## src/rtl/serial_subtractor_pkg.sv

```systemverilog
// Shared definitions for the bit-serial subtractor: FSM state encoding and
// the counter-width helper used to size the bit counter.
package serial_subtractor_pkg;

  typedef enum logic [1:0] {
    IDLE = 2'd0,
    RUN  = 2'd1,
    DONE = 2'd2
  } state_t;

  // Bit counter width for a given operand width (floor of 1 bit).
  function automatic int cnt_width(input int width);
    return (width < 2) ? 1 : $clog2(width);
  endfunction

endpackage

```

## src/rtl/serial_subtractor_if.sv

```systemverilog
// Request/result bundle for the serial subtractor: the master issues
// operands with a start pulse, the slave returns busy/done and the result.
interface serial_subtractor_if #(
  parameter int WIDTH = 8
);
  logic             start;
  logic [WIDTH-1:0] a;
  logic [WIDTH-1:0] b;
  logic             bin;
  logic             busy;
  logic             done;
  logic [WIDTH-1:0] diff;
  logic             bout;

  modport master (output start, a, b, bin, input  busy, done, diff, bout);
  modport slave  (input  start, a, b, bin, output busy, done, diff, bout);
endinterface

```

## src/rtl/serial_subtractor_full_subtractor.sv

```systemverilog
// Purely combinational 1-bit full-subtractor cell: d = x - y - bi, with
// borrow-out bo.
module full_subtractor (
  input  logic x,
  input  logic y,
  input  logic bi,
  output logic d,
  output logic bo
);
  // NOTE: continuous assigns cover every output on every path, so no latch can form.
  assign d  = x ^ y ^ bi;
  assign bo = (~x & y) | (~(x ^ y) & bi);
endmodule

```

## src/rtl/serial_subtractor.sv

```systemverilog
// Bit-serial a - b - bin, LSB first, one bit per clock through a single
// full-subtractor cell; the result registers update only on completion.
module serial_subtractor
  import serial_subtractor_pkg::*;
#(
  parameter int WIDTH = 8
) (
  input logic                clk,
  input logic                rst_n,
  serial_subtractor_if.slave bus
);

  localparam int             CNT_W = cnt_width(WIDTH);
  localparam logic [CNT_W-1:0] LAST = CNT_W'(WIDTH - 1);

  state_t           state;
  logic [WIDTH-1:0] a_sh;
  logic [WIDTH-1:0] b_sh;
  logic [WIDTH-1:0] r_sh;
  logic             br;
  logic [CNT_W-1:0] cnt;
  logic             d;
  logic             bo;

  full_subtractor u_cell (
    .x  (a_sh[0]),
    .y  (b_sh[0]),
    .bi (br),
    .d  (d),
    .bo (bo)
  );

  // NOTE: every register here uses <= so all flops sample pre-edge values together.
  always_ff @(posedge clk or negedge rst_n) begin
    if (!rst_n) begin
      state    <= IDLE;
      a_sh     <= '0;
      b_sh     <= '0;
      r_sh     <= '0;
      br       <= 1'b0;
      cnt      <= '0;
      bus.busy <= 1'b0;
      bus.done <= 1'b0;
      bus.diff <= '0;
      bus.bout <= 1'b0;
    end else begin
      case (state)
        IDLE: begin
          if (bus.start) begin
            a_sh     <= bus.a;
            b_sh     <= bus.b;
            br       <= bus.bin;
            cnt      <= '0;
            bus.busy <= 1'b1;
            state    <= RUN;
          end
        end

        RUN: begin
          a_sh <= {1'b0, a_sh[WIDTH-1:1]};
          b_sh <= {1'b0, b_sh[WIDTH-1:1]};
          r_sh <= {d, r_sh[WIDTH-1:1]};
          br   <= bo;
          if (cnt == LAST) begin
            // The final bit is still in flight, so publish it straight from the cell.
            bus.diff <= {d, r_sh[WIDTH-1:1]};
            bus.bout <= bo;
            bus.busy <= 1'b0;
            bus.done <= 1'b1;
            state    <= DONE;
          end else begin
            cnt <= cnt + 1'b1;
          end
        end

        DONE: begin
          bus.done <= 1'b0;
          state    <= IDLE;
        end

        default: begin
          bus.busy <= 1'b0;
          bus.done <= 1'b0;
          state    <= IDLE;
        end
      endcase
    end
  end

endmodule

```

## src/flat_wrapper.sv

```systemverilog
// flat-port wrapper written by rule: the top's interface ports become plain ports
module serial_subtractor_flat import serial_subtractor_pkg::*;
#(
  parameter int WIDTH = 8
)
  (clk, rst_n, bus_start, bus_a, bus_b, bus_bin, bus_busy, bus_done, bus_diff, bus_bout);
  serial_subtractor_if #(.WIDTH(WIDTH)) bus_i ();
  input logic clk;
  input logic rst_n;
  input wire logic [$bits(bus_i.start)-1:0] bus_start;
  input wire logic [$bits(bus_i.a)-1:0] bus_a;
  input wire logic [$bits(bus_i.b)-1:0] bus_b;
  input wire logic [$bits(bus_i.bin)-1:0] bus_bin;
  output wire logic [$bits(bus_i.busy)-1:0] bus_busy;
  output wire logic [$bits(bus_i.done)-1:0] bus_done;
  output wire logic [$bits(bus_i.diff)-1:0] bus_diff;
  output wire logic [$bits(bus_i.bout)-1:0] bus_bout;
  assign bus_i.start = bus_start;
  assign bus_i.a = bus_a;
  assign bus_i.b = bus_b;
  assign bus_i.bin = bus_bin;
  assign bus_busy = bus_i.busy;
  assign bus_done = bus_i.done;
  assign bus_diff = bus_i.diff;
  assign bus_bout = bus_i.bout;
  serial_subtractor #(.WIDTH(WIDTH)) u_core (.clk(clk), .rst_n(rst_n), .bus(bus_i));
endmodule
```

## config.mk

```make
export PLATFORM = sky130hd
export DESIGN_NAME = serial_subtractor_flat
export DESIGN_NICKNAME = d
export VERILOG_FILES = /design/src/rtl/serial_subtractor_pkg.sv /design/src/rtl/serial_subtractor_if.sv /design/src/rtl/serial_subtractor_full_subtractor.sv /design/src/rtl/serial_subtractor.sv /design/src/flat_wrapper.sv
export SDC_FILE = /design/constraint.sdc
export NUM_CORES = 1
export LEC_CHECK = 0
export ABC_AREA = 0
export BUFFER_PORTS_ARGS = -buffer_cell sky130_fd_sc_hd__buf_4
export CORE_MARGIN = 4
export CORE_UTILIZATION = 55
export DETAILED_ROUTE_END_ITERATION = 10
export PLACE_DENSITY_LB_ADDON = 0.2
export RECOVER_POWER = 50
export SLEW_MARGIN = 20
export SYNTH_ARGS = -nofsm -noshare
export SYNTH_HDL_FRONTEND = slang
export SYNTH_HIERARCHICAL = 1
export SYNTH_SLANG_ARGS = --single-unit
```

## constraint.sdc

```tcl
create_clock -name clk -period 2.5 [get_ports clk]
set_input_delay 0 -clock clk [delete_from_list [all_inputs] [get_ports clk]]
set_output_delay 0 -clock clk [all_outputs]
set_load 0.1 [all_outputs]
```

# Yosys cells after proc, flatten, opt, wreduce, memory -nomap -nowiden
# Cells that the tools add are included.
# totals
word_cells	51
output_inout_bits	11
ff_bits	41
# classes
n_reduce_logical	8
eq_ne	6
mux	17
add_sub_neg	1
bitwise_logic	9
# op_table
op	n
8-bit one-hot mux with 2 select lines	2
8-bit 2-to-1 mux	2
2-bit AND reduction	4
3-bit 2-to-1 mux	2
3-bit one-hot mux with 2 select lines	1
3-bit AND reduction	2
1-bit 2-to-1 mux	4
2-bit 2-to-1 mux	2
2-bit inequality test (second input constant)	2
1-bit inverter	4
1-bit one-hot mux with 2 select lines	2
2-bit one-hot mux with 2 select lines	1
3-bit by 1-bit adder with 3-bit output (second input constant)	1
3-bit equality test (second input constant)	1
1-bit one-hot mux with 3 select lines	1
1-bit AND	2
2-bit by 1-bit equality test with 1-bit output (second input constant)	1
2-bit equality test (second input constant)	1
2-bit logical NOT	1
2-bit by 1-bit inequality test with 1-bit output (second input constant)	1
2-bit nonzero test	1
1-bit bitwise XOR	2
1-bit OR	1

# Depth between registers and ports, before layout
# logic_depth
ltp_word	5
mapped_depth	6

# By module
# Netlist, hierarchy kept.
# modules_own_cells
mod	cells_per_inst	area_each_um2	n_inst
serial_subtractor	162	1741.7	1
full_subtractor	4	31.3	1

# Worst setup path before layout
# OpenSTA, ideal clock, no wires.
# synth_timing
kind	register -> register
start	register u_core.cnt[0]
end	register u_core.bus.bout
required_time_ns	2.375
path_stages_with_launch	6
path_buffers	1
arrival_ns	1.321
setup_slack_ns	1.054
setup_time_ns	0.125
cell_sequence	dfrtp_1 -> ha_1 -> ha_1 -> buf_2 -> nand2_8 -> mux2_4
# synth_between
elab_chain_cells	2
# synth_lines
item	line	source
from (decl)	serial_subtractor.sv:21	logic [CNT_W-1:0] cnt;
from (signal assigned)	serial_subtractor.sv:72	cnt <= cnt + 1'b1;
3-bit equality test	serial_subtractor.sv:64	if (cnt == LAST) begin
2-bit AND reduction (no line)	-	
to (signal assigned)	serial_subtractor.sv:67	bus.bout <= bo;
to (decl)	serial_subtractor_if.sv:16	modport slave (input start, a, b, bin, output busy, done, diff, bout);
# Every way passes these cells.
# A chain may end at the register's enable or synchronous reset.

# Final worst setup path
# layout_timing
start	register u_core.state[1]
end	register u_core.b_sh[4]
# layout_between
elab_chain_cells	3
word_cells_on_any_way	6
cone_classes	eq/ne (2); mux (1); reduce/logical (3)
# layout_lines
item	line	source
from (decl)	serial_subtractor.sv:16	state_t state;
from (signal assigned)	serial_subtractor.sv:36	state <= IDLE;
from (signal assigned)	serial_subtractor.sv:55	state <= RUN;
from (signal assigned)	serial_subtractor.sv:70	state <= DONE;
2-bit by 1-bit equality test with 1-bit output or 2-bit logical NOT (tied branches)	serial_subtractor.sv:47	case (state)
2-bit nonzero test (no line) or 2-bit inequality test (tied branches)	-	
2-bit AND reduction (no line)	-	
to (signal assigned)	serial_subtractor.sv:51	b_sh <= bus.b;
to (signal assigned)	serial_subtractor.sv:61	b_sh <= {1'b0, b_sh[WIDTH-1:1]};
to (decl)	serial_subtractor.sv:18	logic [WIDTH-1:0] b_sh;
# Parallel ways exist; a longest one is shown, timed or not.

==> metrics.csv <==
stage,metric,value,unit
worst_setup_path,reg2reg start,u_core/state[1]$_DFFE_PN0P_,
clock_network,CTS Sinks,40,
route,via count,1441,
logic_synthesis,syn avg cell area,10.7,sq um
logic_synthesis,Post-synth EDFFs,0,
logic_synthesis,"Distinct cells, synth",21,
timing,fmax,583,MHz
timing,Slew HR,22.5,%
placed_design,Buffers on Ports,30,
timing,Sum Neg Setup Slack,0,ns
power_and_ir_drop,clock network power share,11.3,%
finish,Layout fillers,228,
route,final antenna-violating net count,0,
logic_synthesis,Mapped Nets,189,
logic_synthesis,Post-synth ARST share,100,%
worst_setup_path,worst reg2reg endpoint,u_core/b_sh[4]$_DFFE_PN0P_,
logic_synthesis,Post-Syn Area,1770,sq um
timing,RSZ-0062 raised after global routing,no,
global_route,initial antenna violation count,0,
floorplan,die area,4200,sq um
floorplan,Die H,64.8,microns
logic_synthesis,synth warn,6,
worst_setup_path,Critical Path Fanout Max,22,
placed_design,Detailed Place HPWL,2380,microns
worst_setup_path,WS Path Type,flop to flop,
placed_design,Routability Congestion,0.749,
timing,Final Hold Vio Count,0,
global_route,GRT overflow,0,
worst_setup_path,Critical Path Sink,u_core/b_sh[4]$_DFFE_PN0P_,
worst_setup_path,CP Capture Type,flop,
clock_network,H-Tree Depth,2,
finish,layout cells sized above 1,19.4,%
clock_network,Clock Tree Buf Depth,2,
timing,Tcrit/Tclk final,68.6,%
finish,nets,233,
power_and_ir_drop,switching share of total power,48.4,%
logic_synthesis,share of Yosys cell area claimed by the top area cell type,56.5,%
logic_synthesis,most common cell in the netlist,dfrtp_1,
clock_network,"CTS clk-pin slew, worst paths",0.11,ns
clock_network,setup repair bufs after CTS,0,
global_route,largest net degree at the start of global routing,41,
route,first drt pass iteration count,4,
timing,Tmin final,1.71,ns
worst_setup_path,peak per-stage delay on the critical path,0.69,ns
placed_design,"Cell Area, Placed",2000,sq um
route,drc violations,0,
logic_synthesis,#FFs+latches synth,40,
worst_setup_path,critical path data required time,2.77,ns
clock_network,CTS Buf Count,5,
route,Via density,5.65,
logic_synthesis,Post-synth top flop,dfrtp_1,
worst_setup_path,Crit. Startpoint,u_core/state[1]$_DFFE_PN0P_,
floorplan,io pins,31,
power_and_ir_drop,Gate power share,49.5,%
finish,Ant. Diodes,0,
min_path,hold crit path type,input port to flop,
global_route,global-route wire length before repair,6270,microns
worst_setup_path,worst r2r path cells,3,
clock_network,CTS tree,yes,
timing,Worst-Margin Slew,1.17,ns
worst_setup_path,Critical Path AT,1.98,ns
min_path,HP Start,bus_start,
global_route,total routing usage reported by global routing,19.3,%
worst_setup_path,cell with the largest stage delay on the worst path,nand2b_1,
finish,final instance area,2220,sq um
route,total wire length,3800,microns
floorplan,Chip Width,64.8,microns
logic_synthesis,synth cell count leaders,"40 x dfrtp_1, 30 x o22ai_1, 26 x nand2_1",
logic_synthesis,synth top area cells,"dfrtp_1 56%, o22ai_1 11%, mux2_4 7.6%, nand2_1 5.5%, a21oi_1 5.1%",
floorplan,Starting Density,57.6,%
timing,clock skew,0.00714,ns
clock_network,# hold bufs at CTS,18,
floorplan,CORE AREA,3080,sq um
outcome,status,finished clean,
finish,Syn-to-layout area delta,25.1,%
timing,final setup fails,0,
clock_network,Clock Latency Late Sink,0.34,ns
logic_synthesis,Synth area leader,dfrtp_1,
power_and_ir_drop,PwrDens,1330,nW/um^2
logic_synthesis,"Seq/Total Area, Yosys",56.5,%
power_and_ir_drop,maximum vdd drop,0.000979,V
clock_network,Root Buffer,clkbuf_4,
power_and_ir_drop,Int Pwr,0.00153,W
timing,max-slew violation count,0,
worst_setup_path,R2R setup slack,0.79,ns
logic_synthesis,Syn Inst Count,166,
power_and_ir_drop,net switching power,0.00143,W
run,max-cap check violation count,0,
power_and_ir_drop,Sequential Power Share,39.2,%
route,drt initial violations,91,
global_route,vias in the first global route,1407,
power_and_ir_drop,Leak,1.05,nW
floorplan,num rows,20,
clock_network,post-CTS sizing,0,
route,WL per Instance,14.9,microns
worst_setup_path,CP startpoint kind,flop,
worst_setup_path,CP cell instances,nand2b_1 -> o22ai_1 -> a21oi_1,
==> registers in the layout (all words and copies together), names as in the netlist, 2 cells and up <==
register / cells
u_core/a_sh: 8
u_core/cnt: 3
u_core/r_sh: 7
u_core/bus.diff: 8
u_core/state: 2
u_core/b_sh: 8
==> per-layer routing <==
metal	GRT usage, %	part of all wire, %
met1	24.4	42
met2	32.1	47
met3	4.16	6.9
met4	8.18	3.3
met5	0	0
==> power by group through the flow <==
stage	clock [W]	combinational, W	sequential [W]
floorplan	0	0.000676	0.00165
global placement	0	0.00142	0.00115
detailed placement	0	0.00146	0.00117
CTS	0.000343	0.00149	0.00116
global route	0.000374	0.00157	0.00119
finish	0.000335	0.00146	0.00116
==> worst max-delay path, delay by kind of cell (launching register included) <==
kind	cells	cell delay, ns
DFF	1	0.57
AOI/OAI and AO/OA	2	0.37
and+or+nand+nor	1	0.69
==> worst min-delay path by stage <==
stage                                          end  cells after the start  slack [ns]
global placement    u_core/bus.diff[6]$_DFFE_PN0P_                      1      -0.006
CTS                    u_core/state[0]$_DFFE_PN0P_                      3       0.004
floorplan               u_core/a_sh[0]$_DFFE_PN0P_                      0       -0.30
finish                 u_core/state[0]$_DFFE_PN0P_                      3        0.02
global route           u_core/state[0]$_DFFE_PN0P_                      3        0.02
detailed placement  u_core/bus.diff[5]$_DFFE_PN0P_                      1     -0.0007
==> through the flow <==
stage	hold slack, ns	worst slack [ns]	cells	util, %	power [W]
floorplan	-0.296	1.05	166	-	0.00232
global placement	-0.00604	0.937	229	65.0	0.00257
detailed placement	-0.000737	0.836	229	65.0	0.00264
CTS	0.00410	0.816	255	72.7	0.00299
global route	0.0191	0.562	255	72.0	0.00313
finish	0.0214	0.786	255	72.0	0.00296
==> cells in the final DEF, fill, tap and decap left out, drive strengths merged, types with 6 or more instances in the layout <==
cell type and n:
clkbuf 14, dfrtp 40, nand2 27, dlygate4sd3 18
mux2 9, buf 24, o21ai 11, o22ai 30
inv 6, a21oi 18
==> area by class of cell <==
type                    count  area (sq um)  share of cell area [%]
flip-flops and latches     40          1000                    45.1
multi-input cells         109           696                    31.4
repair buffers             48           384                    17.3
clock buffers               8          58.8                    2.65
well taps                  44          55.1                    2.48
inverters                   6          22.5                    1.02
==> kinds of logic (layout without fill, tap and decap cells) <==
family / count (synthesis) / count (layout) / synth area share (%)
compound gates: 61 / 61 / 19.6
fa+ha+maj: 3 / 3 / 2.54
buf+inv: 17 / 62 / 4.30
flops: 40 / 40 / 56.5
mux: 9 / 9 / 7.62
simple gates: 36 / 36 / 9.46
Power figures use the tool's default switching activity.
